## src/rtl/qmf_pkg.sv

```systemverilog
// Shared types and helpers for the QMF coefficient/enable controller.
package qmf_pkg;

  typedef enum logic [2:0] {
    ST_IDLE,
    ST_LOAD,
    ST_COMMIT,
    ST_FLUSH,
    ST_RUN
  } qmf_ctrl_state_t;

  localparam int unsigned QMF_Q15_ONE = 32768;

  // Bit offset of tap k inside a flattened coefficient bank.
  function automatic int unsigned coef_idx(input int unsigned k, input int unsigned coefw);
    return k * coefw;
  endfunction

endpackage

```

## src/rtl/qmf_valid_delay.sv

```systemverilog
// CORE_LAT-deep delay of the core enable, producing bands_valid; clr empties the line.
module qmf_valid_delay #(
  parameter int unsigned DEPTH = 1
) (
  input  logic clk,
  input  logic rst,
  input  logic clr,
  input  logic din,
  output logic dout
);

  logic [DEPTH-1:0] sr_q;

  always_ff @(posedge clk) begin
    if (rst || clr) begin
      sr_q <= '0;
    end else begin
      sr_q[0] <= din;
      for (int unsigned i = 1; i < DEPTH; i++) begin
        sr_q[i] <= sr_q[i-1];
      end
    end
  end

  assign dout = sr_q[DEPTH-1];

endmodule

```

## src/rtl/qmf_coef_ctrl.sv

```systemverilog
// Coefficient shadow/active bank controller and core enable gating for the QMF analysis core.
// Define QMF_COEF_SYM_EN to stream only half the taps and mirror them on commit.
module qmf_coef_ctrl
  import qmf_pkg::*;
#(
  parameter int unsigned NTAPS    = 8,
  parameter int unsigned COEFW    = 16,
  parameter int unsigned CORE_LAT = 1
) (
  input  logic                     clk,
  input  logic                     rst,
  input  logic                     sample_tick,
  input  logic                     s_coef_valid,
  output logic                     s_coef_ready,
  input  logic [COEFW-1:0]         s_coef_data,
  input  logic                     s_coef_last,
  output logic                     core_en,
  output logic [NTAPS*COEFW-1:0]   h0_coef_flat,
  output logic                     bands_valid,
  output logic                     busy,
  output logic                     load_err
);

`ifdef QMF_COEF_SYM_EN
  localparam int unsigned NTAPS_LOAD = NTAPS / 2;
`else
  localparam int unsigned NTAPS_LOAD = NTAPS;
`endif
  localparam int unsigned CW = $clog2(NTAPS + 1);
  localparam logic [CW-1:0] LAST_IDX  = CW'(NTAPS_LOAD - 1);
  localparam logic [CW-1:0] FLUSH_END = CW'(NTAPS - 1);

  qmf_ctrl_state_t state_q, state_d;
  logic [CW-1:0]   cnt_q, cnt_d;
  logic [CW-1:0]   fcnt_q, fcnt_d;
  logic [CW-1:0]   beat_idx;
  logic            committed_q;
  logic            load_err_q, err_d;
  logic            wr_en;
  logic            beat;
  logic            bank_live;
  logic            vd_clr;
  logic [COEFW-1:0] shadow_q [NTAPS_LOAD];
  logic [COEFW-1:0] active_q [NTAPS];

  assign s_coef_ready = (state_q == ST_IDLE) || (state_q == ST_LOAD) || (state_q == ST_RUN);
  assign busy         = (state_q == ST_LOAD) || (state_q == ST_COMMIT) || (state_q == ST_FLUSH);
  assign load_err     = load_err_q;
  assign beat         = s_coef_valid && s_coef_ready;
  // A fresh set always begins at tap 0, whether it starts from IDLE or RUN.
  assign beat_idx     = (state_q == ST_LOAD) ? cnt_q : '0;

  // The core keeps running on the old bank while a reload streams in.
  assign bank_live = (state_q == ST_RUN) || (state_q == ST_COMMIT) || (state_q == ST_FLUSH) ||
                     ((state_q == ST_LOAD) && committed_q);
  assign core_en   = sample_tick && bank_live;
  assign vd_clr    = (state_q == ST_COMMIT) || (state_q == ST_FLUSH);

  always_comb begin
    state_d = state_q;
    cnt_d   = cnt_q;
    fcnt_d  = fcnt_q;
    err_d   = 1'b0;
    wr_en   = 1'b0;
    case (state_q)
      ST_IDLE, ST_LOAD, ST_RUN: begin
        if (beat) begin
          if (s_coef_last && (beat_idx == LAST_IDX)) begin
            wr_en   = 1'b1;
            cnt_d   = '0;
            state_d = ST_COMMIT;
          end else if (s_coef_last || (beat_idx >= LAST_IDX)) begin
            err_d   = 1'b1;
            cnt_d   = '0;
            state_d = committed_q ? ST_RUN : ST_IDLE;
          end else begin
            wr_en   = 1'b1;
            cnt_d   = beat_idx + CW'(1);
            state_d = ST_LOAD;
          end
        end
      end
      ST_COMMIT: begin
        state_d = ST_FLUSH;
        fcnt_d  = sample_tick ? CW'(1) : '0;
      end
      ST_FLUSH: begin
        if (sample_tick) begin
          if (fcnt_q == FLUSH_END) begin
            fcnt_d  = '0;
            state_d = ST_RUN;
          end else begin
            fcnt_d = fcnt_q + CW'(1);
          end
        end
      end
      default: state_d = ST_IDLE;
    endcase
  end

  always_ff @(posedge clk) begin
    if (rst) begin
      state_q     <= ST_IDLE;
      cnt_q       <= '0;
      fcnt_q      <= '0;
      committed_q <= 1'b0;
      load_err_q  <= 1'b0;
      for (int unsigned i = 0; i < NTAPS_LOAD; i++) shadow_q[i] <= '0;
      for (int unsigned i = 0; i < NTAPS; i++) active_q[i] <= '0;
    end else begin
      state_q    <= state_d;
      cnt_q      <= cnt_d;
      fcnt_q     <= fcnt_d;
      load_err_q <= err_d;
      for (int unsigned i = 0; i < NTAPS_LOAD; i++) begin
        if (wr_en && (beat_idx == CW'(i))) shadow_q[i] <= s_coef_data;
      end
      if (state_q == ST_COMMIT) begin
        committed_q <= 1'b1;
`ifdef QMF_COEF_SYM_EN
        for (int unsigned i = 0; i < NTAPS_LOAD; i++) begin
          active_q[i]           <= shadow_q[i];
          active_q[NTAPS-1-i]   <= shadow_q[i];
        end
`else
        for (int unsigned i = 0; i < NTAPS; i++) active_q[i] <= shadow_q[i];
`endif
      end
    end
  end

  always_comb begin
    h0_coef_flat = '0;
    for (int unsigned k = 0; k < NTAPS; k++) begin
      h0_coef_flat[coef_idx(k, COEFW) +: COEFW] = active_q[k];
    end
  end

  qmf_valid_delay #(
    .DEPTH(CORE_LAT)
  ) u_valid_delay (
    .clk  (clk),
    .rst  (rst),
    .clr  (vd_clr),
    .din  (core_en),
    .dout (bands_valid)
  );

endmodule

```

## config.mk

```make
export PLATFORM = sky130hd
export DESIGN_NAME = qmf_coef_ctrl
export DESIGN_NICKNAME = d
export VERILOG_FILES = /design/src/rtl/qmf_pkg.sv /design/src/rtl/qmf_valid_delay.sv /design/src/rtl/qmf_coef_ctrl.sv
export SDC_FILE = /design/constraint.sdc
export NUM_CORES = 1
export LEC_CHECK = 0
export BUFFER_PORTS_ARGS = -buffer_cell sky130_fd_sc_hd__buf_2
export CORE_AREA = 3 3 140 142
export CTS_BUF_LIST = sky130_fd_sc_hd__clkbuf_16
export DETAILED_ROUTE_END_ITERATION = 10
export DIE_AREA = 0 0 143 145
export PLACE_DENSITY_LB_ADDON = 0.08
export SYNTH_ARGS = -nofsm -noshare
export SYNTH_HDL_FRONTEND = slang
export SYNTH_HIERARCHICAL = 1
export SYNTH_SLANG_ARGS = --single-unit
```

## constraint.sdc

```tcl
create_clock -name clk -period 11.6 [get_ports clk]
set_input_delay 0.58 -clock clk [delete_from_list [all_inputs] [get_ports clk]]
set_output_delay 0.58 -clock clk [all_outputs]
set_load 0.005 [all_outputs]
```

---- After elaboration in Yosys (flattened, before gate mapping) ----
Memories as Yosys holds them, arrays and structs flattened.
Cells that the tools add are included.
word-level totals
  register bits ........................... 14
  memory bits (writable) .................. 256
  bits of input ports ..................... 21
  memories kept ........................... 2
operators by class
  add/subtract/negate cells ............... 2
  $lt $le $gt $ge ......................... 1
  equality and inequality tests ........... 15
  mux-type cells .......................... 64
  bitwise operators ....................... 18
  reduce and logical (&&, ||, !) cells .... 30
memories
  name      words  bits a word  rd ports  clocked after memory_dff  write ports  line                 source
  active_q  8      16           8         0                         8            qmf_coef_ctrl.sv:44  logic [COEFW-1:0] active_q [NTAPS];
  shadow_q  8      16           8         0                         8            qmf_coef_ctrl.sv:43  logic [COEFW-1:0] shadow_q [NTAPS_LOAD];
operators with widths
  cell                   count
  $mux W16               16
  $mux W1                35
  $eq A4 B3 Y1 const B   5
  $mux W4                5
  $mux W3                6
  $or A1 B1 Y1           16
  $logic_and A1 B1 Y1    12
  $logic_or A1 B1 Y1     10
  $pmux W3 S3            1
  $add A4 B1 Y4 const B  2
  $eq A4 B2 Y1 const B   2
  $pmux W4 S2            1
  $eq A3 B2 Y1 const B   2
  $eq A4 B1 Y1 const B   1
  $ge A4 B3 Y1 const B   1
  $logic_not A4 Y1       1
  $ne A2 B2 Y1 const B   2
  $reduce_and A2 Y1      2
  $reduce_or A4 Y1       1
  $eq A3 B1 Y1 const B   1
  $eq A3 B3 Y1 const B   1
  $logic_not A3 Y1       1
  $reduce_and A3 Y1      1
  $reduce_or A3 Y1       1
  other kinds (3)        4

---- Longest topological paths before layout ----
Gate-level depths: netlist of run 1.
  depth in word-level cells ............... 13
  gate-level depth with buffers ........... 10
  gate-level depth less buffers ........... 8

---- Cells and area by module ----
Netlist of run 1, hierarchy kept.
by module, submodules not included
  module           times used  cells an instance  area an instance (um^2)  sequential area each (um^2)
  qmf_coef_ctrl    1           659                10,025.9                 7,947.6
  qmf_valid_delay  1           2                  32.5                     20.0

---- Worst setup path after synthesis of run 1 ----
Ideal clock, no wire load.
  path type ............................... flip-flop to flip-flop
  start point ............................. register state_q[2]
  end point ............................... memory active_q[0][0] (enable)
  data arrival time ....................... 9,570 ps
  data required time ...................... 10,808 ps
  slack ................................... 1,238 ps
  stages on the path, launching flop included .. 4
  buffers on the path ..................... 1
  period minus slack after synthesis ...... 10,362 ps
  cell sequence ........................... dfxtp_1 > buf_2 > nand2b_4 > o21ai_0
RTL lines
  what                      line                  source
  start: declaration        qmf_coef_ctrl.sv:33   qmf_ctrl_state_t state_q, state_d;
  start signal: assignment  qmf_coef_ctrl.sv:111  state_q <= state_d;
  end: declaration          qmf_coef_ctrl.sv:44

==> impl_metrics.json, run 1 <==
{
  "cts.path.max_buffers": 3,
  "tightest_slew_ps": 1020,
  "drc": 0,
  "netSwitchingFraction_pct": 20.8,
  "synth_most_common_cell": "edfxtp_1",
  "avgSynthCellArea_sq_um": 15.2,
  "grt_use_total_pct": 19.6,
  "fin_util_pct": 64.2,
  "numCtsBuffers": 27,
  "cts_sinks": 270,
  "power.internal_uw": 1680,
  "clock.fmax_mhz": 273,
  "worstSetupStartpointType": "register",
  "dp_hpwl_mm": 12.9,
  "synth_top_cell_area_share_pct": 76.4,
  "grt_pass1_wl_mm": 31.1,
  "drv_slew": 0,
  "synth_seq_cells": 270,
  "p_comb_share_pct": 5.5,
  "synth_ff_type": "edfxtp_1",
  "finalCriticalPeriod_ps": 3670,
  "synth_xor_area_share_pct": 0.0871,
  "n_antenna_cell": 0,
  "netlist_area_sq_um": 10100,
  "required_ps": 11750,
  "yosysUniqueCellTypes": 45,
  "ioPinCount": 154,
  "clk_pin_slew_ps": 60,
  "worstPathArrival_ps": 3820,
  "dr.pass1.iters": 5,
  "max_cap_violations": 0,
  "cts_tree": "done",
  "routedWlPerCell_um": 19.0,
  "rows": 50,
  "cts_hold_buf": 0,
  "timing.rr.start": "state_q[0]",
  "p_leak_uw": 0.00482,
  "synth_mux_area_share_pct": 0,
  "p_clk_share_pct": 40.4,
  "final_net_count": 846,
  "htreeDepth": 1,
  "outcome": "finished clean",
  "grt_remaining_overflow": 0,
  "syn_inst": 661,
  "setup_tns_ps": 0,
  "antenna_found_initial": 1,
  "switching_power_uw": 440,
  "syn_nets": 687,
  "hold_depth": 3,
  "crit_type": "reg -> reg",
  "die-area_sq_um": 20700,
  "initial_utilization_pct": 54.1,
  "cts-root-buf": "clkbuf_16",
  "synth_edf_count": 256,
  "first_iter_violations": 503,
  "syn2layout_area_growth_pct": 18.6,
  "slew-limit-headroom_pct": 31.8,
  "ys_warn_count": 6,
  "crit_end": "shadow_q[1][25]",
  "chipHeight_um": 145,
  "rsz0062_at_grt": "false",
  "synth_area_leaders": "edfxtp_1 76%, and2_1 6.1%, nor2_1 4.0%, dfxtp_1 2.8%, nor2b_1 2.0%",
  "grt_pass1_vias": 5602,
  "cts.repair.resized": 0,
  "die_w_um": 143,
  "wl_mm": 20.4,
  "dr_total_vias": 5612,
  "hold_class": "in -> reg",
  "ir_drop_mv": 0.121,
  "yosysTopAreaCell": "edfxtp_1",
  "synth_top_family_by_area": "simple AND/OR/NAND/NOR gates",
  "yosys-top-cells-count": "256 x edfxtp_1, 106 x nor2_1, 98 x and2_1",
  "reg2reg_depth": 8,
  "critPathMaxFanout": 17,
  "startpoint": "state_q[0]",
  "p_per_area_nw_per_um2": 178,
  "setup_violations": 0,
  "antenna_left": 0,
  "power_frac_seq_pct": 54.2,
  "r2r-end": "shadow_q[1][25]",
  "fin_area_sq_um": 11900,
  "synth-compound-area-share_pct": 2.13,
  "routed_via_density": 5.23,
  "cp-end-kind": "register",
  "dpl_cell_area_sq_um": 11000,
  "yosys.area_share.simple_pct": 15.8,
  "fin_skew_ps": 8.59,
  "grt_max_degree": 98,
  "yosysSeqAreaShare_pct": 79.2,
  "port_buffers": 153,
  "drive_gt1_share_pct": 25.0,
  "synthAdderAreaFrac_pct": 0.622,
  "place_congestion": 0.908,
  "r2r_slack_ps": 7930,
  "finalHoldViolations": 0,
  "post-route-period-util_pct": 31.6,
  "async_flop_share_pct": 0,
  "core-area_sq_um": 18600,
  "postCtsSetupRepairBufs": 0,
  "clk_latency_ps": 520
}
-- worst min-delay path by stage --
| stage | start | to |
|---|---|---|
| after floorplan | cnt_q[1] | cnt_q[1] |
| after global placement | cnt_q[1] | cnt_q[1] |
| after detailed placement | cnt_q[1] | cnt_q[1] |
| after CTS | s_coef_valid | state_q[1] |
| after global routing | s_coef_valid | state_q[1] |
| final | s_coef_valid | state_q[1] |
-- layout make-up --
class                      instances  area, sq um
clock inverter                    22          209
timing repair buffer             157          796
multi-input combinational        341         1900
clock buffer                      27          676
sequential                       270         7970
tap                              234          293
fill                            1372         6660
inverter                          23         86.3
-- registers in the layout, indices dropped and copies added (netlist names) --
register            flops
shadow_q              128
state_q                 3
active_q              128
fcnt_q                  4
committed_q             1
load_err                1
u_valid_delay/dout      1
cnt_q                   4
-- cells by family (layout without fill, tap and decap cells) --
group	count (synthesis)	after routing
compound gates	28	28
xor+xnor	1	1
fa+ha+maj	5	5
buf+inv	50	229
flops	270	270
simple gates	307	307
-- critical path, stage by stage (launching register included) --
cell and delay (ps):
dfxtp_1 750, nor3b_2 510, nand2_1 200, inv_1 120, ha_1 330, xor2_1 120, nor4_2 260, nand2_1 370
nand2_1 630
-- metal layers --
metal	routed length [um]	share of wire [%]	track usage, %	vias to the layer above
met3	1650	8.1	3.56	35
met4	465	2.3	5.75	2
met1	8410	41	27.9	2719
met5	20	0.098	0	-
li1	-	-	-	2631
met2	9880	48	31.2	225
-- stage by stage --
step	power [uW]	hold WS, ps	cells	setup slack [ps]
2_1_floorplan	1230	427	661	1240
3_3_place_gp	1280	449	1025	8140
3_5_place_dp	1290	465	1025	7980
4_1_cts	2140	362	1074	7960
5_1_grt	2200	363	1074	7600
6_report	2120	381	1074	7930
-- power groups by stage --
| stage | clock (uW) | sequential, uW | combinational (uW) |
|---|---|---|---|
| floorplan | 0 | 1180 | 51.6 |
| finish | 856 | 1150 | 116 |
| global route | 915 | 1150 | 127 |
| global placement | 0 | 1170 | 115 |
| detailed placement | 0 | 1170 | 118 |
| CTS | 873 | 1150 | 118 |
-- cells in the final DEF, fill, tap and decap left out, types with 5 or more instances in the layout --
master | netlist | final
edfxtp_1 | 256 | 256
nor2_1 | 106 | 106
nand3_1 | 8 | 8
clkinv_2 | 0 | 5
clkinv_1 | 0 | 6
a21oi_1 | 6 | 6
nand2_1 | 37 | 37
ha_1 | 5 | 5
and2_1 | 98 | 98
nor2b_1 | 32 | 32
inv_1 | 22 | 26
dfxtp_1 | 14 | 14
buf_2 | 1 | 153
clkbuf_16 | 0 | 27
(Power assumes the default switching activity.)
==> run 2, diff against run 1 <==
--- a/config.mk
+++ b/config.mk
@@ -6,10 +6,10 @@
 export NUM_CORES = 1
 export LEC_CHECK = 0
 export BUFFER_PORTS_ARGS = -buffer_cell sky130_fd_sc_hd__buf_2
-export CORE_AREA = 3 3 140 142
+export CORE_AREA = 3 3 145 147
 export CTS_BUF_LIST = sky130_fd_sc_hd__clkbuf_16
 export DETAILED_ROUTE_END_ITERATION = 10
-export DIE_AREA = 0 0 143 145
+export DIE_AREA = 0 0 148 150
 export PLACE_DENSITY_LB_ADDON = 0.08
 export SYNTH_ARGS = -nofsm -noshare
 export SYNTH_HDL_FRONTEND = slang
==> constraint.sdc (replaced) <==
create_clock -name clk -period 2.9 [get_ports clk]
set_input_delay 0.145 -clock clk [delete_from_list [all_inputs] [get_ports clk]]
set_output_delay 0.145 -clock clk [all_outputs]
set_load 0.005 [all_outputs]
==> run 2 against run 1 <==
Compared with the run above:
- total power grew to 3.8 times the previous value
- clock skew down 2.9 ps
- core utilization decreased by 4.2 points
- critical path type unchanged
- highest routed layer is now met4
==> impl_metrics.json, run 2 (synthesis results as in run 1) <==
{
  "tightest_slew_ps": 747,
  "crit_type": "reg -> reg",
  "p_per_area_nw_per_um2": 673,
  "required_ps": 3060,
  "rsz0062_at_grt": "false",
  "timing.hold.ws_ps": 116,
  "fillers": 1620,
  "p_leak_uw": 0.00487,
  "slew-limit-headroom_pct": 50.1,
  "n_antenna_cell": 0,
  "initial_utilization_pct": 50.2,
  "dp_hpwl_mm": 13.6,
  "routed_via_density": 5.00,
  "place_congestion": 0.861,
  "dr.pass1.iters": 9,
  "p_clk_share_pct": 37.2,
  "setup_violations": 0,
  "first_iter_violations": 503,
  "clk_latency_ps": 520,
  "cts-root-buf": "clkbuf_16",
  "worstPathArrival_ps": 2810,
  "layout_common_cells": "256 x edfxtp_1, 153 x buf_2, 106 x nor2_1, 98 x and2_1, 35 x nand2_1",
  "ir_drop_mv": 0.393,
  "r2r-end": "shadow_q[0][55]",
  "drv_slew": 0,
  "numCtsBuffers": 27,
  "ioPinCount": 154,
  "finalWorstSetupSlack_ps": 243,
  "die_w_um": 148,
  "antenna_found_initial": 0,
  "syn2layout_area_growth_pct": 19.5,
  "final_common_cell": "edfxtp_1",
  "p_comb_share_pct": 6.1,
  "reg2reg_depth": 5,
  "chipHeight_um": 150,
  "switching_power_uw": 1730,
  "clock.fmax_mhz": 376,
  "multi_input_area_sq_um": 1920,
  "setup_tns_ps": 0,
  "antenna_left": 0,
  "routedWlPerCell_um": 18.4,
  "wl_met1_mm": 8.52,
  "htreeDepth": 1,
  "wl_met2_mm": 10.1,
  "wl_mm": 20.7,
  "hold_class": "in -> reg",
  "fin_util_pct": 60.0,
  "die-area_sq_um": 22200,
  "r2r_slack_ps": 240,
  "grt_pass1_vias": 5523,
  "post-route-period-util_pct": 91.6,
  "hold_depth": 3,
  "grt_use_total_pct": 18.5,
  "worstHoldStart": "s_coef_data[10]",
  "fin_skew_ps": 5.67,
  "critPathMaxFanout": 17,
  "power_frac_seq_pct": 56.6,
  "dp_slack_ps": 88.9,
  "worstSetupStartpointType": "register",
  "dr_total_vias": 5615,
  "drc": 0,
  "drive_gt1_share_pct": 26.0,
  "cts.path.max_buffers": 3,
  "grt_remaining_overflow": 0,
  "finalHoldViolations": 0,
  "clk_pin_slew_ps": 60,
  "power.internal_uw": 6370,
  "timing.rr.start": "state_q[1]",
  "cts_tree": "done",
  "top_regs": "active_q x128, shadow_q x128",
  "final_net_count": 862,
  "finalCriticalPeriod_ps": 2660,
  "routed.top_layer": "met4",
  "rows": 52,
  "cts_sinks": 270,
  "cp-end-kind": "register",
  "grt_max_degree": 85,
  "core-area_sq_um": 20000,
  "grt_pass1_wl_mm": 31.0,
  "outcome": "finished clean",
  "final_cells": 1124,
  "wl_met3_mm": 1.57,
  "post-place-cells": 1072,
  "netSwitchingFraction_pct": 21.3,
  "register_area_sq_um": 7970,
  "port_buffers": 153,
  "hold-path-endpoint": "shadow_q[0][58]",
  "max_cap_violations": 0
}
==> run 2: cell types whose count changed in the layout (fill, tap and decap cells not counted), sizes merged <==
cell,before,now
buf,157,170
bufinv,4,0
clkinvlp,2,1
dlygate4sd3,0,3
inv,28,31
==> run 2: timing repair <==
item	CTS	global route
gates resized for setup	0	3
hold buffers	3	0
buffers inserted	0	2
setup endpoints to repair	0	72
hold endpoints to repair	3	0
==> run 2: stage by stage <==
step           power (uW)  instance area, sq um
2_1_floorplan        4890                 10100
3_3_place_gp         5150                 11200
3_5_place_dp         5170                 11200
4_1_cts              8170                 12000
5_1_grt              8390                 12000
6_report             8100                 12000
==> run 2: worst max-delay path by stage <==
stage	startpoint	end	depth (start not counted)
after CTS	state_q[1]	shadow_q[1][8]	8
after global routing	state_q[1]	shadow_q[0][58]	6
after detailed placement	state_q[1]	shadow_q[1][13]	8
after floorplan	state_q[2]	active_q[0][0]	3
final	state_q[1]	shadow_q[0][55]	5
after global placement	state_q[1]	shadow_q[1][13]	8
==> run 2: final cells by class <==
type | instances | area share, %
Clock buffer | 27 | 5.62
Clock inverter | 20 | 0.728
Inverter | 23 | 0.718
Multi-Input combinational cell | 341 | 16.0
Sequential cell | 270 | 66.3
Tap cell | 270 | 2.81
Timing Repair Buffer | 173 | 7.89
==> run 2: power groups by stage <==
stage	combinational, uW	clock [uW]	sequential [uW]
floorplan	211	0	4680
global placement	488	0	4670
detailed placement	497	0	4670
CTS	501	3080	4590
global route	546	3240	4600
finish	496	3010	4590
==> run 2: routing by layer <==
metal  GRT usage [%]  vias to the layer above
met5               0                        -
met4            6.10                        0
met3            3.48                       41
met2            30.5                      199
met1            25.0                     2722
li1                -                     2653
==> run 2: worst max-delay path, cell delays in order (launching register included) <==
cell       delay (ps)
dfxtp_1           660
nor3b_4           120
buf_4             170
a2111oi_4         480
nand2_2           310
nand2_1           540
==> run 3, diff against run 2 <==
--- a/config.mk
+++ b/config.mk
@@ -6,10 +6,12 @@
 export NUM_CORES = 1
 export LEC_CHECK = 0
 export BUFFER_PORTS_ARGS = -buffer_cell sky130_fd_sc_hd__buf_2
-export CORE_AREA = 3 3 145 147
+export CELL_PAD_IN_SITES_DETAIL_PLACEMENT = 1
+export CELL_PAD_IN_SITES_GLOBAL_PLACEMENT = 2
+export CORE_AREA = 3 3 172 174
 export CTS_BUF_LIST = sky130_fd_sc_hd__clkbuf_16
 export DETAILED_ROUTE_END_ITERATION = 10
-export DIE_AREA = 0 0 148 150
+export DIE_AREA = 0 0 175 177
 export PLACE_DENSITY_LB_ADDON = 0.08
 export SYNTH_ARGS = -nofsm -noshare
 export SYNTH_HDL_FRONTEND = slang
==> constraint.sdc (replaced) <==
create_clock -name clk -period 2.9 [get_ports clk]
set_input_delay 0.145 -clock clk [delete_from_list [all_inputs] [get_ports clk]]
set_output_delay 0.145 -clock clk [all_outputs]
set_load 0.05 [all_outputs]
==> run 3 against run 2 <==
Compared with the run above:
- worst hold slack improved by 59 ps
- maximum frequency increased by 3.3%
- global-route usage decreased by 2.6 points
- clock power increased by 17%
- clock-buffer cell count increased by 4
- largest cell class unchanged
==> impl_metrics.json, run 3 (synthesis results as in run 1) <==
{
  "outcome": "finished clean",
  "antenna_left": 0,
  "dpl_cell_area_sq_um": 11300,
  "cp-end-kind": "register",
  "port_buffers": 153,
  "routed_via_density": 4.54,
  "first_iter_violations": 360,
  "max_cap_violations": 0,
  "top_regs": "active_q x128, shadow_q x128",
  "wl_met1_mm": 10.4,
  "cts-root-buf": "clkbuf_16",
  "htreeDepth": 1,
  "cts_sinks": 270,
  "required_ps": 3090,
  "worstSetupStartpointType": "register",
  "critPathMaxFanout": 16,
  "grt_use_total_pct": 15.9,
  "worstPathArrival_ps": 2760,
  "setup_violations": 0,
  "chipHeight_um": 177,
  "wl_met3_mm": 1.35,
  "ioPinCount": 154,
  "cts.path.max_buffers": 3,
  "place_congestion": 0.748,
  "drc": 0,
  "clk_pin_slew_ps": 60,
  "fin_skew_ps": 9.00,
  "clk_latency_ps": 540,
  "dp_slack_ps": 330,
  "core-area_sq_um": 27900,
  "routed.top_layer": "met4",
  "finalPower_uw": 9090,
  "clock.fmax_mhz": 389,
  "initial_utilization_pct": 36.0,
  "finalHoldViolations": 0,
  "post-route-period-util_pct": 88.7,
  "n_antenna_cell": 0,
  "dp_hpwl_mm": 16.4,
  "antenna_found_initial": 0,
  "layout_common_cells": "256 x edfxtp_1, 153 x buf_2, 106 x nor2_1, 98 x and2_1, 35 x nand2_1",
  "final_common_cell": "edfxtp_1",
  "rows": 61,
  "numCtsBuffers": 30,
  "grt_pass1_wl_mm": 37.1,
  "syn2layout_area_growth_pct": 22.2,
  "crit_type": "reg -> reg",
  "die-area_sq_um": 31000,
  "slew-limit-headroom_pct": 51.1,
  "final_net_count": 865,
  "hold_class": "in -> reg",
  "fin_util_pct": 44.0,
  "wl_met2_mm": 12.3,
  "dr.pass1.iters": 4,
  "register_area_sq_um": 7970,
  "wl_mm": 24.5,
  "grt_remaining_overflow": 0,
  "finalCriticalPeriod_ps": 2570,
  "cts.repair.resized": 0,
  "p_leak_uw": 0.00494,
  "multi_input_area_sq_um": 1900,
  "rsz0062_at_grt": "false",
  "drv_slew": 0,
  "post-place-cells": 1182,
  "ir_drop_mv": 0.368,
  "fin_area_sq_um": 12300,
  "dr_total_vias": 5626,
  "grt_pass1_vias": 6049,
  "finalWorstSetupSlack_ps": 328,
  "grt_max_degree": 98,
  "fillers": 2878,
  "cts_tree": "done",
  "die_w_um": 175,
  "final_cells": 1239,
  "tightest_slew_ps": 733,
  "drive_gt1_share_pct": 26.4,
  "p_per_area_nw_per_um2": 739,
  "routedWlPerCell_um": 19.7
}
-- run 3: metal layers --
metal	track usage (%)	up-vias
li1	-	2667
met1	20.4	2783
met2	27.8	149
met3	3.15	27
met4	3.82	0
met5	0	-
-- run 3: worst paths after layout --
kind / slack [ps] / cells past startpoint / from / end
worst min-delay path: 180 / 3 / rst / fcnt_q[0]
worst max register to register: 330 / 8 / state_q[2] / shadow_q[1][13]
worst max-delay path: 330 / 8 / state_q[2] / shadow_q[1][13]
worst min register to register: 470 / 2 / cnt_q[1] / cnt_q[1]
-- run 3: area by class of cell --
| cell class | instances | share of cell area, % |
|---|---|---|
| multi-input combinational | 341 | 15.5 |
| clock buffer | 31 | 6.31 |
| timing repair buffer | 173 | 7.61 |
| clock inverter | 23 | 1.23 |
| tap | 378 | 3.85 |
| inverter | 23 | 0.702 |
| sequential | 270 | 64.8 |
-- run 3: report_power, final --
part | switching (uW) | total, uW | internal [uW] | leakage (uW)
sequential | 66.0 | 4590 | 4520 | 0.00276
clock | 1440 | 3520 | 2090 | 0.000482
combinational | 804 | 980 | 176 | 0.00170
-- run 3: timing repair --
action	4_1_cts	5_1_grt
buffers inserted	0	0
hold endpoints to repair	4	0
hold buffers	3	0
-- run 3: metrics by stage --
step	TNS, ps	hold slack, ps
floorplan	-27120	216
global placement	0	449
detailed placement	0	464
CTS	0	174
global route	0	224
finish	0	175
-- run 3: critical path: stages, from the launching register on --
cell and delay [ps]:
dfxtp_2 370, nor3b_2 440, nand2_1 230, inv_1 120
ha_1 180, xor2_1 80, nor4_2 280, nand2_1 170
nand2_2 340
